===== src/rtl/dl_report_pkg.sv =====
// Shared types and helpers for the deadlock-report arbiter and its round-robin picker.
package dl_report_pkg;

  typedef enum logic [2:0] {
    ST_IDLE,
    ST_ARM,
    ST_WAIT,
    ST_CLEAR,
    ST_CONFIRMED
  } state_e;

  localparam int unsigned RETRY_W    = 8;
  localparam int unsigned IDX_SCAN_W = 32;

  // Index of the set bit in a one-hot vector; 0 for an all-zero vector.
  function automatic int unsigned onehot_to_idx(input logic [IDX_SCAN_W-1:0] v);
    int unsigned idx;
    idx = 0;
    for (int i = 0; i < int'(IDX_SCAN_W); i++) begin
      if (v[i]) idx = unsigned'(i);
    end
    return idx;
  endfunction

endpackage


===== src/rtl/rr_onehot_picker.sv =====
// Combinational round-robin picker: first request at or after the pointer, wrapping at N.
module rr_onehot_picker
  import dl_report_pkg::*;
#(
  parameter int unsigned N    = 3,
  parameter int unsigned ID_W = $clog2(N)
) (
  input  logic [N-1:0]    i_req,
  input  logic [ID_W-1:0] i_ptr,
  output logic [N-1:0]    o_grant,
  output logic [ID_W-1:0] o_idx,
  output logic            o_any
);

  logic [N-1:0] w_grant;
  logic         w_found;

  // Upper segment [ptr, N-1] has priority, then the wrapped segment [0, ptr-1].
  always_comb begin
    w_grant = '0;
    w_found = 1'b0;
    for (int j = 0; j < int'(N); j++) begin
      if (!w_found && i_req[j] && (j >= int'(i_ptr))) begin
        w_found    = 1'b1;
        w_grant[j] = 1'b1;
      end
    end
    for (int j = 0; j < int'(N); j++) begin
      if (!w_found && i_req[j]) begin
        w_found    = 1'b1;
        w_grant[j] = 1'b1;
      end
    end
  end

  assign o_grant = w_grant;
  assign o_idx   = ID_W'(onehot_to_idx(IDX_SCAN_W'(w_grant)));
  assign o_any   = |i_req;

endmodule


===== src/rtl/dl_report_arbiter.sv =====
// Deadlock-detection collector: picks a probe origin, waits for its token to return,
// then either latches a confirmed deadlock or clears the probe and retries elsewhere.
module dl_report_arbiter
  import dl_report_pkg::*;
#(
  parameter int unsigned PROC_NUM = 3,
  parameter int unsigned TIMEOUT  = 64,
  parameter int unsigned ID_W     = $clog2(PROC_NUM)
) (
  input  logic                clock,
  input  logic                reset,
  input  logic [PROC_NUM-1:0] dl_in_vec,
  output logic                dl_detect_out,
  output logic [PROC_NUM-1:0] origin,
  output logic                token_clear,
  output logic                dl_confirmed,
  output logic [ID_W-1:0]     dl_proc_id,
  output logic [RETRY_W-1:0]  dl_retry_cnt
);

  localparam int unsigned TIMER_W = (TIMEOUT > 1) ? $clog2(TIMEOUT) : 1;

  state_e               r_state, w_state_nxt;
  logic [PROC_NUM-1:0]  r_origin, w_origin_nxt;
  logic [ID_W-1:0]      r_origin_idx, w_origin_idx_nxt;
  logic [ID_W-1:0]      r_ptr, w_ptr_nxt;
  logic [TIMER_W-1:0]   r_timer, w_timer_nxt;
  logic                 r_detect, w_detect_nxt;
  logic                 r_token_clear, w_token_clear_nxt;
  logic                 r_confirmed, w_confirmed_nxt;
  logic [ID_W-1:0]      r_proc_id, w_proc_id_nxt;
  logic [RETRY_W-1:0]   r_retry, w_retry_nxt;

  logic [PROC_NUM-1:0]  w_grant;
  logic [ID_W-1:0]      w_grant_idx;
  logic                 w_any_req;

  rr_onehot_picker #(
    .N    (PROC_NUM),
    .ID_W (ID_W)
  ) u_picker (
    .i_req   (dl_in_vec),
    .i_ptr   (r_ptr),
    .o_grant (w_grant),
    .o_idx   (w_grant_idx),
    .o_any   (w_any_req)
  );

  always_ff @(posedge clock) begin
    if (!reset) begin
      r_state       <= ST_IDLE;
      r_origin      <= '0;
      r_origin_idx  <= '0;
      r_ptr         <= '0;
      r_timer       <= '0;
      r_detect      <= 1'b0;
      r_token_clear <= 1'b0;
      r_confirmed   <= 1'b0;
      r_proc_id     <= '0;
      r_retry       <= '0;
    end else begin
      r_state       <= w_state_nxt;
      r_origin      <= w_origin_nxt;
      r_origin_idx  <= w_origin_idx_nxt;
      r_ptr         <= w_ptr_nxt;
      r_timer       <= w_timer_nxt;
      r_detect      <= w_detect_nxt;
      r_token_clear <= w_token_clear_nxt;
      r_confirmed   <= w_confirmed_nxt;
      r_proc_id     <= w_proc_id_nxt;
      r_retry       <= w_retry_nxt;
    end
  end

  always_comb begin
    w_state_nxt       = r_state;
    w_origin_nxt      = r_origin;
    w_origin_idx_nxt  = r_origin_idx;
    w_ptr_nxt         = r_ptr;
    w_timer_nxt       = r_timer;
    w_detect_nxt      = r_detect;
    w_token_clear_nxt = 1'b0;
    w_confirmed_nxt   = r_confirmed;
    w_proc_id_nxt     = r_proc_id;
    w_retry_nxt       = r_retry;

    case (r_state)
      ST_IDLE: begin
        if (w_any_req) begin
          w_origin_nxt     = w_grant;
          w_origin_idx_nxt = w_grant_idx;
          w_detect_nxt     = 1'b1;
          w_state_nxt      = ST_ARM;
        end
      end
      // The origin's own flag is still up here, so it must not count as a return.
      ST_ARM: begin
        w_timer_nxt = '0;
        w_state_nxt = ST_WAIT;
      end
      ST_WAIT: begin
        if ((dl_in_vec & r_origin) != '0) begin
          w_confirmed_nxt = 1'b1;
          w_proc_id_nxt   = r_origin_idx;
          w_state_nxt     = ST_CONFIRMED;
        end else if (r_timer == TIMER_W'(TIMEOUT - 1)) begin
          w_token_clear_nxt = 1'b1;
          w_origin_nxt      = '0;
          w_detect_nxt      = 1'b0;
          if (r_retry != '1) w_retry_nxt = r_retry + RETRY_W'(1);
          w_ptr_nxt = (r_origin_idx == ID_W'(PROC_NUM - 1)) ? '0 : r_origin_idx + ID_W'(1);
          w_state_nxt       = ST_CLEAR;
        end else begin
          w_timer_nxt = r_timer + TIMER_W'(1);
        end
      end
      ST_CLEAR:     w_state_nxt = ST_IDLE;
      ST_CONFIRMED: w_state_nxt = ST_CONFIRMED;
      default:      w_state_nxt = ST_IDLE;
    endcase
  end

  assign dl_detect_out = r_detect;
  assign origin        = r_origin;
  assign token_clear   = r_token_clear;
  assign dl_confirmed  = r_confirmed;
  assign dl_proc_id    = r_proc_id;
  assign dl_retry_cnt  = r_retry;

endmodule


===== config.mk =====
export PLATFORM = sky130hd
export DESIGN_NAME = dl_report_arbiter
export DESIGN_NICKNAME = d
export VERILOG_FILES = /design/src/rtl/dl_report_pkg.sv /design/src/rtl/rr_onehot_picker.sv /design/src/rtl/dl_report_arbiter.sv
export SDC_FILE = /design/constraint.sdc
export NUM_CORES = 1
export LEC_CHECK = 0
export ABC_AREA = 1
export CAP_MARGIN = 20
export CORE_ASPECT_RATIO = 1.1
export CORE_UTILIZATION = 32
export CTS_CLUSTER_SIZE = 20
export DETAILED_ROUTE_END_ITERATION = 12
export PLACE_DENSITY = 0.62
export SYNTH_ARGS = -nofsm -noshare
export SYNTH_HDL_FRONTEND = slang
export SYNTH_SLANG_ARGS = --single-unit

===== constraint.sdc =====
create_clock -name clock -period 1.2 [get_ports clock]
set_input_delay 0.24 -clock clock [delete_from_list [all_inputs] [get_ports clock]]
set_output_delay 0.24 -clock clock [all_outputs]
set_load 0.01 [all_outputs]

==> After elaboration in Yosys (flattened, before gate mapping) <==
Cells that the tools add are included.
{ "classes": {"n_mux": 29, "div": 0, "addsub": 3, "mul": 0, "n_shift": 0, "magnitude_cmp": 3, "bitwise_logic": 4, "n_reduce_logical": 26, "eq_ne": 11} }
{ "op_table": {"columns": ["op", "n"], "rows": [
  ["two-way mux 3 bit", 6],
  ["two-way mux 1 bit", 15],
  ["two-way mux 6 bit", 2],
  ["one-hot mux 3 bit (4 select lines)", 1],
  ["one-hot mux 6 bit (2 select lines)", 1],
  ["adder 8 x 1 -> 8 bit, second input constant", 1],
  ["logical AND 1 bit", 8],
  ["inequality test 8 bit, second input constant", 1],
  ["AND reduction 4 bit", 2],
  ["adder 6 x 1 -> 6 bit, second input constant", 1],
  ["equality test 6 bit, second input constant", 1],
  ["inequality test 2 bit, second input constant", 3],
  ["one-hot mux 3 bit (2 select lines)", 1],
  ["AND reduction 2 bit", 3],
  ["AND reduction 3 bit", 2],
  ["OR reduction 3 bit", 2],
  ["zero test 1 bit", 5],
  [">= comparator 1 x 2 -> 1 bit, first input constant", 2],
  ["two-way mux 2 bit", 2],
  ["nonzero test 2 bit", 2],
  ["AND 3 bit", 1],
  ["equality test 3 x 1 -> 1 bit, second input constant", 1],
  ["equality test 3 x 2 -> 1 bit, second input constant", 1],
  ["equality test 3 bit, second input constant", 1],
  ["9 further kinds", 11]
]} }
{ "totals": {"latchBits": 0, "mem_bits_rw": 0, "output_inout_bits": 16, "input_bits": 5, "n_memories": 0, "rom_bits": 0, "reg_bits": 29} }

==> Logic depth before layout (Yosys ltp) <==
Gate-level depths: netlist (run 1).
{ "logic_depth": {"depth_word": 22, "ltp_mapped": 9, "mapped_depth_nobuf": 9} }

==> Cells and area by module <==
From an unflattened synthesis (run 1), not the netlist that was laid out.
{ "unflattened": {"cells_unflattened": 239, "area_unflattened_um2": 1626.6} }
{ "by_module_without_submodules": {"columns": ["module", "area_each_um2", "instances", "cells_each", "seq_area_each_um2"], "rows": [
  ["dl_report_arbiter", 1531.5, 1, 218, 580.6],
  ["rr_onehot_picker", 95.1, 1, 21, 0.0]
]} }

==> Worst setup path after synthesis (run 1) <==
Ideal clock, no wire load.
{ "synth_path": {"path_kind": "reg-to-reg", "start": "reg r_retry[0] (netlist: dl_retry_cnt[0])", "end": "reg r_retry[5] (netlist: dl_retry_cnt[5])", "path_slack_ps": -149, "n_path_buf": 0, "setup_ps": 134, "required_time_ps": 1066, "arrival_ps": 1215, "path_stages_with_launch": 9, "path_cell_list": "dfxtp_1 ha_1 nand2_1 nor2_1 nand2_1 nand2_2 nor2_8 nand2_1 a21oi_1"} }
{ "synth_via": {"elab_chain_cells": 2, "elab_cells_between_ends": 3, "cone_classes": "1 x add/sub; 1 x eq/ne; 1 x reduce/logical"} }
{ "synth_lines": {"columns": ["item", "line_no", "source"], "rows": [
  ["from (decl)", "dl_report_arbiter.sv:32", "logic [RETRY_W-1:0] r_retry, w_retry_nxt;"],
  ["from (signal assigned)", "dl_report_arbiter.sv:71", "r_retry <= w_retry_nxt;"],
  ["parallel branches: the longest is 2 deep, another holds adder 8 x 1 -> 8 bit", null, null]
]} }
Several ways; the timed one is not identified.
A chain may end at the register's enable or synchronous reset.

==> Worst setup path in the final report (run 1) <==
{ "layout_path": {"start": "reg r_timer[1]", "end": "reg r_retry[0] (netlist: dl_retry_cnt[0])"} }
{ "layout_via": {"elab_chain_cells": 2} }
{ "layout_lines": {"columns": ["item", "line_no", "source"], "rows": [
  ["from (decl)", "dl_report_arbiter.sv:27", "logic [TIMER_W-1:0] r_timer, w_timer_nxt;"],
  ["from (signal assigned)", "dl_report_arbiter.sv:66", "r_timer <= w_timer_nxt;"],
  ["equality test 6 bit", "dl_report_arbiter.sv:106", "end else if (r_timer == TIMER_W'(TIMEOUT - 1)) begin"],
  ["AND reduction 4 bit (no line)", null, null]
]} }
Every way passes these cells.

==> run metrics, run 1 <==
status finished with violations; failing checks negative setup slack; area share of the largest cell type after synthesis 38.8%; post-synthesis cell count ~220; Leakage 1.01 nW; CTS hold repair buffers 0; H-tree level count 2; DRC 0; Place WS -0.373 ns; crit start category register; flop and latch count out of synthesis 29; initial drt markers 33; Critical Path AT 1.56 ns; Crit. Startpoint r_timer[1]; Hold Startpoint dl_detect_out; first-pass GRT wire length 5.89 mm; synth warn 0; Die Span Y 73.7 um; maxcap violations 0; Vias between 1500 and 2000; Slowest-stage cell, CP dfxtp_2; drt via density about 4.6; antenna violations before repair 0; # nets final 282; ANT nets after route 0; fin worst setup slack -0.141 ns; number of global-route vias before repair 1401; largest net degree at the start of global routing 13; total power 2.52 mW; CP Data Required Time around 1.4 ns; Final min period around 1.3 ns; CTS tree done; Longest Clk Path Bufs 2; share of cells above drive strength 1 43.5%; Buffers & Inverters on Critical Path 2; cell repeated most along the worst path nor2_4; CP peak stage delay 0.35 ns; Crit path depth 9; Synth Cell Area approximately 1500 sq um; Post-Route Utilization 54.2%; worst setup path end dl_retry_cnt[0]; Core Rows 25; critical path, cell by cell ha_4 > inv_4 > nor2_4 > nand2_2 > nor2_4 > inv_2 > nor2_8 > nand2_1 > a21oi_2; router iterations before antenna repair 4; Crit Path Max Fanout 7; ant diodes 0; final setup violation count 21; Max VDD drop roughly 0.8 mV; sequential-to-total area share from yosys stat 38.8%; GR Overflow Total 0; CTS Sinks 29; Reg2Reg Setup Slack -0.14 ns; Least-Margin Pin Slew about 0.26 ns; Final Skew ~0.0059 ns; DRT Wirelength 3.82 mm; clk root buf clkbuf_8; Worst Reg-to-Reg Cells 9; Slew Viols, Final 0; RSZ-0062 raised after global routing yes; pwr/cell area 1060 nW/um^2; area leader, netlist dfxtp_1; crit path kind reg2reg; fill cell count 431; initial core utilization 34.2%; Layout area overhead 58.5%; Final Wtd Congestion 0.799; die width 67.2 um; post-synth net total 222; synth top area cells dfxtp_1 39%, nand2_1 16%, a21oi_1 8.0%; Die Area approximately 5000 sq um; Tot GR Track Use between 10% and 20%; Rel. slew slack between 80 and 90%; CTS clk-pin slew, worst paths approximately 0.07 ns; Port Buffer Count 20; WL/cell between 10 and 15 um; worst hold path class reg2reg; HPWL Detailed approximately 2.6 mm; finished layout cell area 2370 sq um; CP endpoint kind register; worst-skew pair later-pin latency 0.29 ns; Avg Inst Size Synth 6.96 sq um; Reg-to-Reg End dl_retry_cnt[0]; DP Area about 2000 sq um; CP delay by family, top simple AND/OR/NAND/NOR gates; Max Freq approximately 750 MHz; total I/O pin count 21; Yosys cell types 23; CTS buffer count 5; Layout Cells excl Fill 330; Inst Count DP 314; Core Area 4380 sq um; Period Utilization, post-route 112%; final hold violation count 0; reg-to-reg startpoint r_timer[1]
==> layout make-up <==
cell class                      count  area (sq um)  area share [%]
Inverter                           20          77.6            3.27
Timing Repair Buffer               55           460            19.4
Sequential cell                    29           604            25.5
Clock inverter                      1          5.00           0.211
Tap cell                           54          67.6            2.85
Clock buffer                        7          96.3            4.06
Multi-Input combinational cell    164          1060            44.7
==> worst reg2reg max path: cells and delay by family, from the launching register on <==
kind | cells | cell delay [ns]
fa+ha+maj | 1 | 0.17
simple gates | 5 | 0.52
buf+inv | 2 | 0.11
compound gates | 1 | 0.12
flops | 1 | 0.35
==> metal layers <==
layer	track usage [%]	up-vias	wire, um
met5	0	-	0
met4	9.69	0	91
met3	4.66	7	123
met2	27.8	21	1950
met1	17.2	704	1660
li1	-	802	-
==> timing repair <==
| item | in CTS | in global routing |
|---|---|---|
| pin swaps | 16 | 10 |
| buffers inserted | 6 | 2 |
| setup endpoints to repair | 40 | 30 |
| gates resized for setup | 54 | 43 |
| hold endpoints to repair | 0 | 0 |
==> logic make-up after synthesis <==
kind of cell,share of synthesized area (%)
buffers and inverters,5.52
flip-flops,38.8
AO/OA/AOI/OAI,10.3
adder cells (fa/ha/maj),1.67
XOR/XNOR,4.68
AND/OR/NAND/NOR,39.0
==> layout by cell type, fill, tap and decap left out, types with 3 or more instances in the layout <==
cell            n
nand2_4         7
nand2_2        16
a21oi_1        14
buf_6           6
inv_2           4
nor2_2          4
buf_4          29
dlygate4sd2_1  16
dfxtp_1        16
nand3_1         5
dfxtp_4         3
xor2_1          7
dfxtp_2        10
nand2_1        49
nor2_4          7
nand3_4         5
a21oi_2        11
inv_1          15
clkbuf_8        7
nor2_1         22
==> worst min-delay path by stage <==
stage,end,cells after the start
after floorplan,dl_retry_cnt[6],2
after global placement,dl_detect_out,2
after detailed placement,dl_detect_out,2
after CTS,dl_detect_out,2
after global routing,dl_detect_out,2
final,dl_detect_out,2
==> metrics by stage <==
step,hold slack [ns],TNS (ns)
2_1_floorplan,0.361,-0.000342
3_3_place_gp,0.452,-8.17
3_5_place_dp,0.454,-8.66
4_1_cts,0.459,-1.20
5_1_grt,0.485,-3.56
6_report,0.458,-1.83
==> Yosys cell counts <==
library cell	number
nor2_1	28
o21ai_0	5
nand3b_1	1
xor2_1	7
nand2_1	65
a21oi_2	1
clkbuf_1	2
nand4_1	1
nor2_4	2
nor2_8	1
inv_2	1
or2_1	1
nand2_2	7
nand3_2	2
nand3_4	2
nor3_1	3
ha_1	2
dfxtp_1	29
a21oi_1	24
nand3_1	8
nor2_2	3
xnor2_1	1
inv_1	19
==> flip-flops by register name (all words and copies together) (netlist names) <==
signal         count
dl_detect_out      1
token_clear        1
dl_confirmed       1
r_ptr              2
r_origin_idx       2
r_timer            6
origin             3
dl_proc_id         2
r_state            3
dl_retry_cnt       8
==> report_power, final <==
part	switching, mW	internal, mW
combinational	0.318	0.254
clock	0.378	0.517
sequential	0.0411	1.01
total	0.737	1.78
Power figures use the tool's default switching activity.
==> run 2, diff against run 1 <==
Settings changed: CORE_UTILIZATION 32 to 35, PLACE_DENSITY 0.62 to 0.66.
==> run metrics, run 2 (same netlist as run 1, synthesis figures left out) <==
CTS Sinks 29 (unchanged); Post-Route Utilization 56.6% (+2.5 points); CTS buffer count 5 (unchanged); Least-Margin Pin Slew 0.255 ns (-0.00418 ns); Worst Hold Depth 2 (unchanged); DRC 0 (unchanged); worst-skew pair later-pin latency 0.29 ns (about the same); Final Wtd Congestion 0.832 (+4.0%); Max Freq 755 MHz (+1.3%); router iterations before antenna repair 4 (unchanged); WL/cell 11.1 um (-4.0%); Tot GR Track Use 16.6% (+0.41 points); GR Overflow Total 0 (unchanged); Reg2Reg Setup Slack -0.12 ns (+0.02 ns); WHS Endpoint dl_detect_out; initial core utilization 37.2% (+3.0 points); ANT nets after route 0 (unchanged); Leakage 0.991 nW (-2.1%); Period Utilization, post-route 110% (-1.5 points); Vias 1492 (-2.7%); first-pass GRT wire length 5.73 mm (-2.7%); Port Buffer Count 20 (unchanged); final hold violation count 0 (unchanged); antenna violations before repair 0 (unchanged); drt via density 4.59 (-1.2%); Fin Setup TNS -2.08 ns (-0.252 ns); most common cell after layout, fill and taps aside nand2_1; DRT Wirelength 3.61 mm (-5.5%); number of global-route vias before repair 1341 (-4.3%); crit path kind reg2reg; fill cell count 380 (-12%); HPWL Detailed 2.48 mm (-3.8%); failing checks negative setup slack; maxcap violations 0 (unchanged); CTS hold repair buffers 0 (unchanged); Hold Startpoint dl_detect_out; Reg-to-Reg End r_timer[5]; CP endpoint kind register; met2 usage 27.7% (-0.058 points); Slew Viols, Final 0 (unchanged); largest net degree at the start of global routing 13 (unchanged); crit start category register; CTS tree done; Core Rows 24 (-4.0%); Place WS -0.369 ns (+0.00366 ns); Multi-input gate area 1000 sq um (-5.8%); pwr/cell area 1040 nW/um^2 (-2.4%); Worst Reg-to-Reg Cells 9 (unchanged); Top Usage Layer GRT met2; Layout area overhead 52.3%; Core Area 4020 sq um (-8.1%); final setup violation count 24 (+14%); CTS clk-pin slew, worst paths 0.07 ns (about the same); Final min period 1.32 ns (-0.0176 ns); die width 64.3 um (-4.2%); total power 2.36 mW (-6.3%); status finished with violations; ant diodes 0 (unchanged); H-tree level count 2 (unchanged); RSZ-0062 raised after global routing yes; reg-to-reg startpoint r_timer[0]; Longest Clk Path Bufs 2 (unchanged); GR Layer Usage met1 19.4% (+2.2 points); Rel. slew slack 83.0% (+0.28 points); Final Skew 0.00880 ns (+0.00287 ns); share of cells above drive strength 1 37.4% (-6.1 points); commonest non-fill, non-tap cells in the layout 52 x nand2_1, 31 x buf_4, 24 x nor2_1; clk root buf clkbuf_8; max FFs per register 8 (unchanged); Crit Path Max Fanout 6 (-1); fin worst setup slack -0.124 ns (+0.0176 ns); Die Span Y 70.6 um (-4.3%); Critical Path AT 1.51 ns (-0.05 ns); met3 usage 5.00% (+0.34 points); total I/O pin count 21 (unchanged); worst hold path class reg2reg; initial drt markers 42 (+27%); Max VDD drop 0.779 mV (-3.1%); CP Data Required Time 1.39 ns (-0.03 ns); Die Area 4540 sq um (-8.3%); Reg area 606 sq um (+0.21%); # nets final 279 (-1.1%)
-- run 2: repair_timing --
action                                 in CTS  in global routing
setup buffers                               1                  5
setup endpoints to repair                  40                 35
endpoints found under the hold margin       0                  0
resized for setup                          46                 35
pin swaps                                  18                 12
gates cloned                                0                  0
-- run 2: report_power, final --
part | internal [mW] | switching [mW] | leakage [nW] | total (mW)
clock network | 0.401 | 0.398 | 0.0450 | 0.799
logic | 0.228 | 0.278 | 0.704 | 0.506
registers | 1.01 | 0.0458 | 0.242 | 1.06
-- run 2: cell type report --
class	count	share of cell area (%)
Clock buffer	6	3.19
Clock inverter	2	0.439
Inverter	20	3.95
Multi-Input combinational cell	164	43.9
Sequential cell	29	26.6
Tap cell	52	2.86
Timing Repair Buffer	52	19.1
-- run 2: metrics by stage --
stage          instance area [sq um]  std cells  hold slack [ns]
2_1_floorplan                   1540        215            0.361
3_3_place_gp                    1990        311            0.455
3_5_place_dp                    1990        311            0.458
4_1_cts                         2140        320            0.463
5_1_grt                         2280        325            0.491
6_report                        2280        325            0.463
-- run 2: how the worst max path moves through the flow --
stage / startpoint / to / slack [ns] / cells after the start
after floorplan: r_timer[1] / dl_retry_cnt[6] / -0.0003 / 8
after global placement: dl_in_vec[1] / r_timer[5] / -0.33 / 9
after detailed placement: dl_in_vec[1] / r_timer[5] / -0.37 / 9
after CTS: r_timer[1] / dl_retry_cnt[1] / -0.15 / 9
after global routing: r_timer[0] / dl_retry_cnt[2] / -0.23 / 9
final: r_timer[0] / r_timer[5] / -0.12 / 9
-- run 2: layer usage --
| metal | share of wire [%] | up-vias |
|---|---|---|
| met5 | 0 | - |
| met4 | 1.7 | 0 |
| met3 | 3.1 | 6 |
| met2 | 51 | 20 |
| met1 | 44 | 674 |
| li1 | - | 792 |
-- run 2: worst max-delay path, stage by stage, from the launching register on --
cell,delay [ns]
dfxtp_4,0.36
ha_4,0.14
buf_4,0.11
nand3_4,0.08
nor2_4,0.13
nand2_4,0.10
nand3_4,0.12
nor2_1,0.05
nor2_1,0.08
nor2_1,0.04
==> run 3, diff against run 2 <==
Settings changed: CAP_MARGIN 20 to not set.
==> results of run 3 <==
Final layout, timing and power as in run 2 (identical DEF).
